[src/rtl/system_0_sysid_ext.sv]
// System ID / uptime slave: ID and build stamp, 64-bit uptime with coherent
// high-word snapshot, byte-writable scratch, sticky wrap flag, fixed read latency.
module system_0_sysid_ext #(
  parameter logic [31:0] ID_VALUE     = 32'h0000_0000,
  parameter logic [31:0] TIMESTAMP    = 32'd1765936223,
  parameter int unsigned READ_LATENCY = 1
) (
  input  logic        clock,
  input  logic        reset,
  input  logic [2:0]  address,
  input  logic        read,
  input  logic        write,
  input  logic [31:0] writedata,
  input  logic [3:0]  byteenable,
  output logic [31:0] readdata,
  output logic        readdatavalid
);

  localparam int unsigned DEPTH =
    (READ_LATENCY < 1) ? 1 :
    (READ_LATENCY > 4) ? 4 : READ_LATENCY;
  localparam logic [2:0] LAT_FIELD = 3'(DEPTH);

  localparam logic [2:0] A_ID   = 3'd0;
  localparam logic [2:0] A_TS   = 3'd1;
  localparam logic [2:0] A_UPLO = 3'd2;
  localparam logic [2:0] A_UPHI = 3'd3;
  localparam logic [2:0] A_SCR0 = 3'd4;
  localparam logic [2:0] A_SCR1 = 3'd5;
  localparam logic [2:0] A_STAT = 3'd6;

  logic [63:0] cnt_q, cnt_d;
  logic [31:0] snap_q, snap_d;
  logic [31:0] scr0_q, scr0_d;
  logic [31:0] scr1_q, scr1_d;
  logic        wrap_q, wrap_d;
  logic        wrap_set;

  logic [DEPTH-1:0]       vld_q;
  logic [DEPTH-1:0][31:0] dat_q;
  logic [31:0]            rdata;

  logic wr_lo, wr_hi, wr_s0, wr_s1, wr_st;
  logic rd_lo;

  assign wr_lo = write && (address == A_UPLO);
  assign wr_hi = write && (address == A_UPHI);
  assign wr_s0 = write && (address == A_SCR0);
  assign wr_s1 = write && (address == A_SCR1);
  assign wr_st = write && (address == A_STAT);
  assign rd_lo = read  && (address == A_UPLO);

  // A load replaces one half and takes the place of that cycle's increment.
  always_comb begin
    cnt_d    = cnt_q + 64'd1;
    wrap_set = (cnt_q == '1);
    if (wr_lo) begin
      cnt_d    = {cnt_q[63:32], writedata};
      wrap_set = 1'b0;
    end else if (wr_hi) begin
      cnt_d    = {writedata, cnt_q[31:0]};
      wrap_set = 1'b0;
    end
  end

  always_comb begin
    wrap_d = wrap_q;
    if (wr_st && writedata[8]) wrap_d = 1'b0;
    if (wrap_set) wrap_d = 1'b1;
  end

  always_comb begin
    snap_d = snap_q;
    if (rd_lo) snap_d = cnt_q[63:32];
  end

  always_comb begin
    scr0_d = scr0_q;
    scr1_d = scr1_q;
    for (int b = 0; b < 4; b++) begin
      if (wr_s0 && byteenable[b])
        scr0_d[8*b +: 8] = writedata[8*b +: 8];
      if (wr_s1 && byteenable[b])
        scr1_d[8*b +: 8] = writedata[8*b +: 8];
    end
  end

  always_comb begin
    rdata = 32'd0;
    unique case (address)
      A_ID:    rdata = ID_VALUE;
      A_TS:    rdata = TIMESTAMP;
      A_UPLO:  rdata = cnt_q[31:0];
      A_UPHI:  rdata = snap_q;
      A_SCR0:  rdata = scr0_q;
      A_SCR1:  rdata = scr1_q;
      A_STAT:  rdata = {23'd0, wrap_q, 5'd0, LAT_FIELD};
      default: rdata = 32'd0;
    endcase
  end

  always_ff @(posedge clock) begin
    if (reset) begin
      cnt_q  <= '0;
      snap_q <= '0;
      scr0_q <= '0;
      scr1_q <= '0;
      wrap_q <= 1'b0;
    end else begin
      cnt_q  <= cnt_d;
      snap_q <= snap_d;
      scr0_q <= scr0_d;
      scr1_q <= scr1_d;
      wrap_q <= wrap_d;
    end
  end

  // Data is zeroed on entry when no read, so the output needs no gating.
  always_ff @(posedge clock) begin
    if (reset) begin
      vld_q <= '0;
      dat_q <= '0;
    end else begin
      vld_q[0] <= read;
      dat_q[0] <= read ? rdata : 32'd0;
      for (int i = 1; i < int'(DEPTH); i++) begin
        vld_q[i] <= vld_q[i-1];
        dat_q[i] <= dat_q[i-1];
      end
    end
  end

  assign readdata      = dat_q[DEPTH-1];
  assign readdatavalid = vld_q[DEPTH-1];

endmodule
[config.mk]
export PLATFORM = sky130hd
export DESIGN_NAME = system_0_sysid_ext
export DESIGN_NICKNAME = d
export VERILOG_FILES = /design/src/rtl/system_0_sysid_ext.sv
export SDC_FILE = /design/constraint.sdc
export NUM_CORES = 1
export LEC_CHECK = 0
export BUFFER_PORTS_ARGS = -buffer_cell sky130_fd_sc_hd__clkbuf_2
export CAP_MARGIN = 20
export CORE_UTILIZATION = 25
export DETAILED_ROUTE_END_ITERATION = 8
export PLACE_DENSITY = 0.48
export SLEW_MARGIN = 30
export SYNTH_ARGS = -nofsm -noshare
export SYNTH_HDL_FRONTEND = slang
export SYNTH_SLANG_ARGS = --single-unit
[constraint.sdc]
create_clock -name clock -period 3 [get_ports clock]
set_clock_uncertainty 0.15 [all_clocks]
set_input_delay 0.45 -clock clock [delete_from_list [all_inputs] [get_ports clock]]
set_output_delay 0.45 -clock clock [all_outputs]
set_load 0.05 [all_outputs]
==> results of run 1 <==
[worst reg2reg max path: cells and delay by family, from the launching register on]
| kind | cells | cell delay [ns] |
|---|---|---|
| simple gates | 4 | 1.41 |
| flops | 1 | 0.42 |
| fa+ha+maj | 1 | 0.26 |
| mux | 1 | 0.25 |
| compound gates | 1 | 0.08 |
[stage by stage]
stage	worst slack, ns	util
after floorplan	0.6209	-
after global placement	0.4030	0.2831
after detailed placement	0.3495	0.2831
after CTS	0.3078	0.3003
after global routing	0.01656	0.3003
final	0.2972	0.3003
[synth_stat cells (all sizes together) (6+ instances only)]
master | number | share of area
nand2 | 273 | 0.11
dfxtp | 194 | 0.41
a21oi | 166 | 0.089
clkbuf | 87 | 0.039
nor2 | 84 | 0.034
a22oi | 42 | 0.034
nand3 | 38 | 0.022
o21ai | 36 | 0.019
nand4 | 30 | 0.021
nor3 | 30 | 0.017
a31oi | 23 | 0.015
and3 | 20 | 0.013
nor4 | 15 | 0.015
a222oi | 14 | 0.015
buf | 14 | 0.0069
mux2i | 14 | 0.015
and2 | 13 | 0.0087
o2bb2ai | 13 | 0.012
nor3b | 11 | 0.0088
a211oi | 8 | 0.0064
and4 | 8 | 0.0077
mux2 | 7 | 0.0084
or3 | 7 | 0.0047
a221oi | 6 | 0.0056
o31ai | 6 | 0.0048
[where the power goes]
part / internal (mW) / switching (mW)
Sequential: 2.62 / 0.0542
Clock: 1.41 / 1.10
Combinational: 0.143 / 0.328
Total: 4.17 / 1.48
[state kept, by name, indices dropped and copies added (netlist names)]
register       count
scr0_q            32
wrap_q             1
readdatavalid      1
cnt_q             64
scr1_q            32
snap_q            32
readdata          32
[cells in the final DEF, fill, tap and decap left out, types with 4 or more instances in the layout]
master / instances
nand2_1: 273
dfxtp_1: 194
a21oi_1: 166
nor2_1: 82
clkbuf_2: 74
buf_4: 58
a22oi_1: 42
nand3_1: 37
o21ai_0: 36
nand4_1: 29
nor3_1: 27
a31oi_1: 23
and3_1: 20
clkbuf_16: 17
a222oi_1: 14
mux2i_1: 14
o2bb2ai_1: 13
nor4_1: 12
and2_1: 10
nor3b_1: 10
a211oi_1: 8
or3_1: 7
mux2_2: 7
and4_1: 6
o31ai_1: 6
a221oi_1: 6
or4_1: 5
inv_1: 5
o211ai_1: 5
nand2b_1: 4
nor2b_1: 4
o22ai_1: 4
clkinvlp_4: 4
bufinv_16: 4
inv_6: 4
[logic make-up (layout without fill, tap and decap cells)]
family / Yosys count / count (layout) / synth area share
AOI/OAI and AO/OA: 349 / 349 / 0.2311
muxes: 21 / 21 / 0.02334
buffers and inverters: 106 / 172 / 0.04815
xor gates and xnor gates: 3 / 3 / 0.002801
adders and majority gates: 1 / 1 / 0.001333
and+or+nand+nor: 552 / 552 / 0.2793
DFF: 194 / 194 / 0.4140
[routing by layer]
layer	GRT usage	wire length [um]
met1	0.2784	17670
met2	0.3007	16570
met3	0.03129	2438
met4	0.05122	587
met5	0	0
[layout make-up]
type	count	area, um2
fill	3989	25740
multi-input combinational	926	5061
sequential	194	3884
timing repair buffer	135	865.8
tap	468	585.6
clock buffer	18	429.2
clock inverter	14	202.7
inverter	5	18.77
[worst max-delay path by stage]
stage	to	start	cells after the start
4_1_cts	cnt_q[46]	cnt_q[0]	7
6_report	cnt_q[46]	cnt_q[0]	7
3_5_place_dp	cnt_q[46]	cnt_q[0]	7
3_3_place_gp	cnt_q[46]	cnt_q[0]	7
5_1_grt	cnt_q[46]	cnt_q[0]	7
2_1_floorplan	cnt_q[54]	cnt_q[0]	7
==> reports/qor.csv, run 1 <==
metric,value,unit
status,finished clean,
CTS Hold Bufs,0,
WHS Endpoint,scr1_q[20],
worst path cell trace,ha_1 > nand3_4 > nor2_1 > nand4_1 > nor4_1 > mux2i_1 > a21oi_1,
Initial DRC Count,1040,
pins over their slew limit,0,
Critical Path AT,2.86,ns
CTS Sinks,194,
CTS Buffer Depth,2,
"Buf+Inv Stages, Crit Path",0,
Total Die Area,38300,um2
Finished Layout Cells,1760,
CP Launch Type,flop,
slowest cell delay on critical path,0.55,ns
routed via count,9581,
H-tree depth,4,
Starting Density,0.2550,
core footprint,36790,um2
actual slew at the worst max-slew pin,0.6785,ns
final period demand of the worst path,2.703,ns
total CTS buffers,17,
share of cells above drive strength 1,0.1478,
I/O Buffers,75,
clk_lat worst skew,0.45,ns
R2R cell count,7,
DRT Pass-1 Iters,5,
DR vias/cell,5.444,
Netlist cell types,65,
clock slew at reported path FFs,0.07,ns
DRT antenna net count,0,
fin crit share,0.9009,
setup TNS,0,ns
CTS resizes,0,
first-pass GRT wire length,56350,um
WHS Path Cells,3,
grt ovf,0,
Pwr Density,511.8,nW/um2
R2R Path End,cnt_q[46],
Post-Syn Area,9381,um2
largest net degree at the start of global routing,91,
dominant synthesized flop cell,dfxtp_1,
Inst Count DP,1728,
final wirelength,37260,um
slowest library cell on the worst path,nor4_1,
endpoints failing setup,0,
"Seq/Total Area, Yosys",0.4140,
RSZ-0062 raised after global routing,no,
Yosys reg bits,194,
clock root cell,clkbuf_16,
Post-synth EDFFs,0,
layout net count,1323,
Max-Cap Viols,0,
"Async S/R FF share, synth",0,
GR Util All Layers,0.1943,
Ys Warns,0,
FMAX,0.3700,GHz
hold_sp,writedata[20],
Rows,70,
initial antenna violation count,0,
P&R area growth vs syn,17.75,%
syn_nets,1270,
"Setup Fix Bufs, Post-CTS",0,
FF-to-FF Start,cnt_q[0],
worst setup path class,flop to flop,
WP data required,3.16,ns
Placement Cell Area,10420,um2
number of diodes,0,
R2R setup slack,0.30,ns
CP top delay family,simple AND/OR/NAND/NOR gates,
nature of the critical path endpoint,flop,
dpl hpwl,26800,um
chip width,195.7,um
final hold viol count,0,
worst hold slack,0.1312,ns
Final Instance Area,11050,um2
P_leak,3.629,nW
routability cong.,0.9069,
CP max FO,8,
vias in the first global route,8772,
Die Ht,195.7,um
worst min path class,input port to flop,
cell count after synthesis,1226,
CTS tree,yes,
Slew HR,0.5443,
DR WL/cell,21.17,um
total power,5.654,mW
Mean Syn Cell Area,7.652,um2
# IOs,76,
DRC Markers,0,
VDD IR max,0.0003995,V
Note: power is estimated with default switching activity, not from simulation.
==> run 2: changes to the inputs <==
BUFFER_PORTS_ARGS = default   (was -buffer_cell sky130_fd_sc_hd__clkbuf_2)
CORE_MARGIN = 2   (was default)
DONT_BUFFER_PORTS = 1   (was default)
PLACE_DENSITY = 0.46   (was 0.48)
==> reports/qor.csv, run 2 (synthesis results as in run 1) <==
metric,value,unit,change
dpl hpwl,26330,um,"was 26,800 um"
grt ovf,0,,unchanged
DRT antenna net count,0,,unchanged
actual slew at the worst max-slew pin,0.8646,ns,was 0.6785 ns
slowest library cell on the worst path,dlygate4sd3_1,,was nor4_1
initial antenna violation count,2,,was 0
P&R area growth vs syn,19.69,%,was 17.75%
worst setup path class,flop to flop,,unchanged
Initial DRC Count,1043,,"was 1,040"
clock slew at reported path FFs,0.08,ns,was 0.07 ns
CP max FO,9,,was 8
worst min path class,input port to flop,,unchanged
final wirelength,39570,um,"was 37,260 um"
DRC Markers,0,,unchanged
Slew HR,0.4203,,was 0.5443
CTS tree,yes,,unchanged
Critical Path AT,3.03,ns,was 2.86 ns
share of cells above drive strength 1,0.09234,,was 0.1478
routability cong.,0.8908,,was 0.9069
"worst slack, placed",0.3040,ns,was 0.3495 ns
layout net count,1299,,"was 1,323"
fillers,3978,,"was 3,989"
CP Launch Type,flop,,unchanged
I/O Buffers,0,,was 75
FMAX,0.3521,GHz,was 0.3700 GHz
Starting Density,0.2550,,unchanged
"Core Util, Final",0.3052,,was 0.3003
nature of the critical path endpoint,flop,,unchanged
VDD IR max,0.0003826,V,was 0.0003995 V
GR Util All Layers,0.2029,,was 0.1943
Final WS setup,0.1599,ns,was 0.2972 ns
register area,3887,um2,was 3884 um2
endpoints failing setup,0,,unchanged
slowest cell delay on critical path,0.56,ns,was 0.55 ns
largest net degree at the start of global routing,130,,was 91
vias in the first global route,8814,,"was 8,772"
"Most flops, register",cnt_q,,unchanged
clock root cell,clkbuf_16,,unchanged
final hold viol count,0,,unchanged
most frequent cells in the layout,"nand2_1, dfxtp_1, a21oi_1",,unchanged
worst path cell trace,nand3_1 > nor3_1 > and3_1 > nand4_1 > o211ai_1 > a21oi_1 > dlygate4sd3_1,,was ha_1 > nand3_4 > nor2_1 > nand4_1 > nor4_1 > mux2i_1 > a21oi_1
DR vias/cell,5.564,,was 5.444
Max-Cap Viols,0,,unchanged
total CTS buffers,17,,unchanged
Die Ht,197.7,um,was 195.7 um
"commonest non-fill, non-tap cell in the layout",nand2_1,,unchanged
Pwr Density,490.0,nW/um2,was 511.8 nW/um2
pins over their slew limit,0,,unchanged
number of diodes,0,,unchanged
Rows,70,,unchanged
Final Instance Area,11230,um2,"was 11,050 um2"
multi-input logic area,5086,um2,was 5061 um2
H-tree depth,4,,unchanged
DR WL/cell,22.81,um,was 21.17 um
CTS Sinks,194,,unchanged
fin crit share,0.9467,,was 0.9009
RSZ-0062 raised after global routing,no,,unchanged
P_leak,3.569,nW,was 3.629 nW
routed via count,9653,,"was 9,581"
DRT Pass-1 Iters,5,,unchanged
status,finished clean,,unchanged
final period demand of the worst path,2.840,ns,was 2.703 ns
# IOs,76,,unchanged
setup TNS,0,ns,unchanged
WP data required,3.19,ns,was 3.16 ns
Total Die Area,39090,um2,"was 38,300 um2"
max reg flops,64,,unchanged
clk_lat worst skew,0.45,ns,about the same
first-pass GRT wire length,59110,um,"was 56,350 um"
chip width,197.7,um,was 195.7 um
CTS Buffer Depth,2,,unchanged
core footprint,36790,um2,unchanged
Placement Cell Area,9960,um2,"was 10,420 um2"
[run 2: cell count changes in the layout (fill, tap and decap cells not counted), moves of 2 or more]
cell           previous run  this run
clkbuf_2                 74         0
dlygate4sd3_1             0        57
buf_4                    58        49
dfxtp_1                 194       191
dfxtp_2                   0         3
nor3_1                   27        25
nor3_2                    3         5
nor4_1                   12        10
nor4_2                    0         2
[run 2: cell type report]
type / instances / area share
multi-input combinational: 926 / 0.4530
timing repair buffer: 111 / 0.09316
inverter: 5 / 0.001671
clock buffer: 18 / 0.03822
clock inverter: 13 / 0.01560
tap: 468 / 0.05215
sequential: 194 / 0.3462
[run 2: power breakdown]
group / switching, mW / internal, mW
Combinational: 0.244 / 0.150
Clock: 1.09 / 1.32
Sequential: 0.0720 / 2.62
[run 2: routing by layer]
| layer | routed length [um] | global-route usage | part of all wire | up-vias |
|---|---|---|---|---|
| li1 | - | - | - | 4480 |
| met1 | 18280 | 0.2876 | 0.46 | 4698 |
| met2 | 17540 | 0.3103 | 0.44 | 426 |
| met3 | 2988 | 0.04394 | 0.076 | 47 |
| met4 | 756 | 0.05319 | 0.019 | 2 |
| met5 | 9 | 0 | 0.00023 | - |
[run 2: path summary, 6_finish.rpt]
path                                    start    endpoint  slack [ns]  cells past startpoint
worst min-delay path            writedata[26]   cnt_q[26]        0.02                      2
worst max-delay path                 cnt_q[9]   cnt_q[49]        0.16                      7
worst min register to register     snap_q[10]  snap_q[10]        0.31                      2
worst max register to register       cnt_q[9]   cnt_q[49]        0.16                      7
[run 2: critical path, delay by kind of cell (launching register included)]
family	cells	cell delay (ns)
buf+inv	1	0.56
compound gates	2	0.39
simple gates	4	1.14
flops	1	0.50
[run 2: per-stage QoR]
stage / hold slack, ns / power (mW) / cells
global route: 0.003306 / 5.701 / 1735
detailed placement: 0.2959 / 3.037 / 1641
CTS: 0.001412 / 5.555 / 1730
floorplan: 0.2857 / 2.973 / 1226
finish: 0.02480 / 5.502 / 1735
global placement: 0.2908 / 3.035 / 1641
[run 2: what timing repair did]
item | CTS | global route
hold buffers | 58 | 0
setup buffers | 0 | 5
endpoints found under the setup margin | 0 | 8
resized for setup | 0 | 10
endpoints found under the hold margin | 152 | 0
==> run 3: changes to the inputs <==
--- a/config.mk
+++ b/config.mk
@@ -12,5 +12,5 @@
 export DONT_BUFFER_PORTS = 1
 export PLACE_DENSITY = 0.46
-export SLEW_MARGIN = 30
+export SLEW_MARGIN = 20
 export SYNTH_ARGS = -nofsm -noshare
 export SYNTH_HDL_FRONTEND = slang
==> constraint.sdc (replaced) <==
create_clock -name clock -period 3 [get_ports clock]
set_clock_uncertainty 0.15 [all_clocks]
set_input_delay 0.9 -clock clock [delete_from_list [all_inputs] [get_ports clock]]
set_output_delay 0.9 -clock clock [all_outputs]
set_load 0.05 [all_outputs]
==> reports/qor.csv, run 3 (synthesis results as in run 1) <==
metric,value,unit,change
status,finished clean,,unchanged
DRT Pass-1 Iters,6,,was 5
Initial DRC Count,1103,,"was 1,043"
Pwr Density,516.7,nW/um2,was 490.0 nW/um2
"Most flops, register",cnt_q,,unchanged
fillers,3966,,"was 3,978"
actual slew at the worst max-slew pin,0.5865,ns,was 0.8646 ns
grt ovf,0,,unchanged
chip width,197.7,um,unchanged
final period demand of the worst path,2.708,ns,was 2.840 ns
vias in the first global route,8539,,"was 8,814"
WP data required,3.19,ns,about the same
Finished Layout Cells,1674,,"was 1,735"
pins over their slew limit,0,,unchanged
largest net degree at the start of global routing,163,,was 130
Final WS setup,0.2920,ns,was 0.1599 ns
final wirelength,37810,um,"was 39,570 um"
worst min path class,flop to flop,,was input port to flop
"worst slack, placed",0.3442,ns,was 0.3040 ns
first-pass GRT wire length,55990,um,"was 59,110 um"
clk_lat worst skew,0.45,ns,about the same
Die Ht,197.7,um,unchanged
dpl hpwl,26310,um,"was 26,330 um"
CP max FO,8,,was 9
"Setup Fix Bufs, Post-CTS",0,,unchanged
Max-Cap Viols,0,,unchanged
CTS Sinks,194,,unchanged
VDD IR max,0.0004051,V,was 0.0003826 V
clock slew at reported path FFs,0.08,ns,about the same
NetSw,1.392,mW,was 1.408 mW
P&R area growth vs syn,12.67,%,was 19.69%
FMAX,0.3693,GHz,was 0.3521 GHz
routed via count,9308,,"was 9,653"
routability cong.,0.9021,,was 0.8908
I/O Buffers,0,,unchanged
# IOs,76,,unchanged
CTS resizes,0,,unchanged
Total Die Area,39090,um2,unchanged
Starting Density,0.2550,,unchanged
DR WL/cell,22.58,um,was 22.81 um
Final Instance Area,10570,um2,"was 11,230 um2"
Internal,4.070,mW,was 4.093 mW
share of cells above drive strength 1,0.08714,,was 0.09234
nature of the critical path endpoint,flop,,unchanged
register share of total power,0.493,,was 0.489
CP Launch Type,flop,,unchanged
DRT antenna net count,0,,unchanged
H-tree depth,4,,unchanged
Inst Count DP,1641,,unchanged
CTS tree,yes,,unchanged
Slew HR,0.6060,,was 0.4203
DR vias/cell,5.560,,was 5.564
RSZ-0062 raised after global routing,no,,unchanged
setup TNS,0,ns,unchanged
switching part of the total,0.2548,,was 0.2560
endpoints failing setup,0,,unchanged
most frequent cells in the layout,"nand2_1, dfxtp_1, a21oi_1",,unchanged
max reg flops,64,,unchanged
DRC Markers,0,,unchanged
layout net count,1236,,"was 1,299"
core footprint,36790,um2,unchanged
Critical Path AT,2.89,ns,was 3.03 ns
clock root cell,clkbuf_16,,unchanged
P_leak,3.261,nW,was 3.569 nW
fin crit share,0.9027,,was 0.9467
Clk network pwr share,0.455,,was 0.439
combinational power share,0.052,,was 0.072
Placement Cell Area,9947,um2,was 9960 um2
final hold viol count,0,,unchanged
"commonest non-fill, non-tap cell in the layout",nand2_1,,unchanged
Rows,70,,unchanged
CTS Hold Bufs,0,,was 58
worst setup path class,flop to flop,,unchanged
CTS Buffer Depth,2,,unchanged
total CTS buffers,17,,unchanged
initial antenna violation count,3,,was 2
GR Util All Layers,0.1928,,was 0.2029
"Core Util, Final",0.2873,,was 0.3052
-- run 3: cell types whose count changed in the layout (fill, tap and decap cells not counted), sizes merged --
| cell | before | now |
|---|---|---|
| dlygate4sd3 | 57 | 0 |
| buf | 54 | 48 |
| clkinvlp | 4 | 0 |
| clkinv | 2 | 5 |
| inv | 9 | 12 |
| clkbuf | 18 | 17 |
| diode | 0 | 1 |
-- run 3: layout make-up --
class | instances | area (um2) | area share
inverter | 5 | 18.77 | 0.001776
sequential | 194 | 3884 | 0.3674
multi-input combinational | 926 | 5061 | 0.4788
tap | 468 | 585.6 | 0.05540
antenna | 1 | 2.502 | 0.0002367
clock inverter | 15 | 195.2 | 0.01847
clock buffer | 17 | 425.4 | 0.04025
timing repair buffer | 48 | 397.9 | 0.03764
-- run 3: power groups by stage --
stage          combinational (mW)  clock, mW  sequential (mW)
3_3_place_gp                0.281          0             2.75
6_report                    0.283       2.48             2.69
5_1_grt                     0.310       2.64             2.70
2_1_floorplan               0.245          0             2.73
4_1_cts                     0.281       2.53             2.69
3_5_place_dp                0.280          0             2.75
-- run 3: through the flow --
stage               total power, mW  hold WS (ns)
finish                        5.462        0.3062
global route                  5.650        0.3165
CTS                           5.504        0.3050
detailed placement            3.035        0.2944
global placement              3.033        0.2919
floorplan                     2.973        0.2857
-- run 3: per-layer routing --
metal | track usage | part of all wire | vias up
met2 | 0.2934 | 0.44 | 369
met1 | 0.2702 | 0.47 | 4529
met3 | 0.04258 | 0.079 | 39
li1 | - | - | 4367
met5 | 0 | 0.00056 | -
met4 | 0.06015 | 0.018 | 4
-- run 3: worst paths after layout --
check,start,slack (ns),end,depth (start not counted)
worst max-delay path,cnt_q[0],0.29,cnt_q[58],7
worst min-delay path,scr0_q[24],0.31,scr0_q[24],2
worst max register to register,cnt_q[0],0.29,cnt_q[58],7
worst min register to register,scr0_q[24],0.31,scr0_q[24],2
-- run 3: critical path, stage by stage (launching register included) --
cell and delay [ns]:
dfxtp_1 0.43, ha_1 0.26, nand3_4 0.15, nor2_1 0.29, and4b_1 0.61, nor3b_1 0.39, mux2i_1 0.24, a21oi_1 0.08
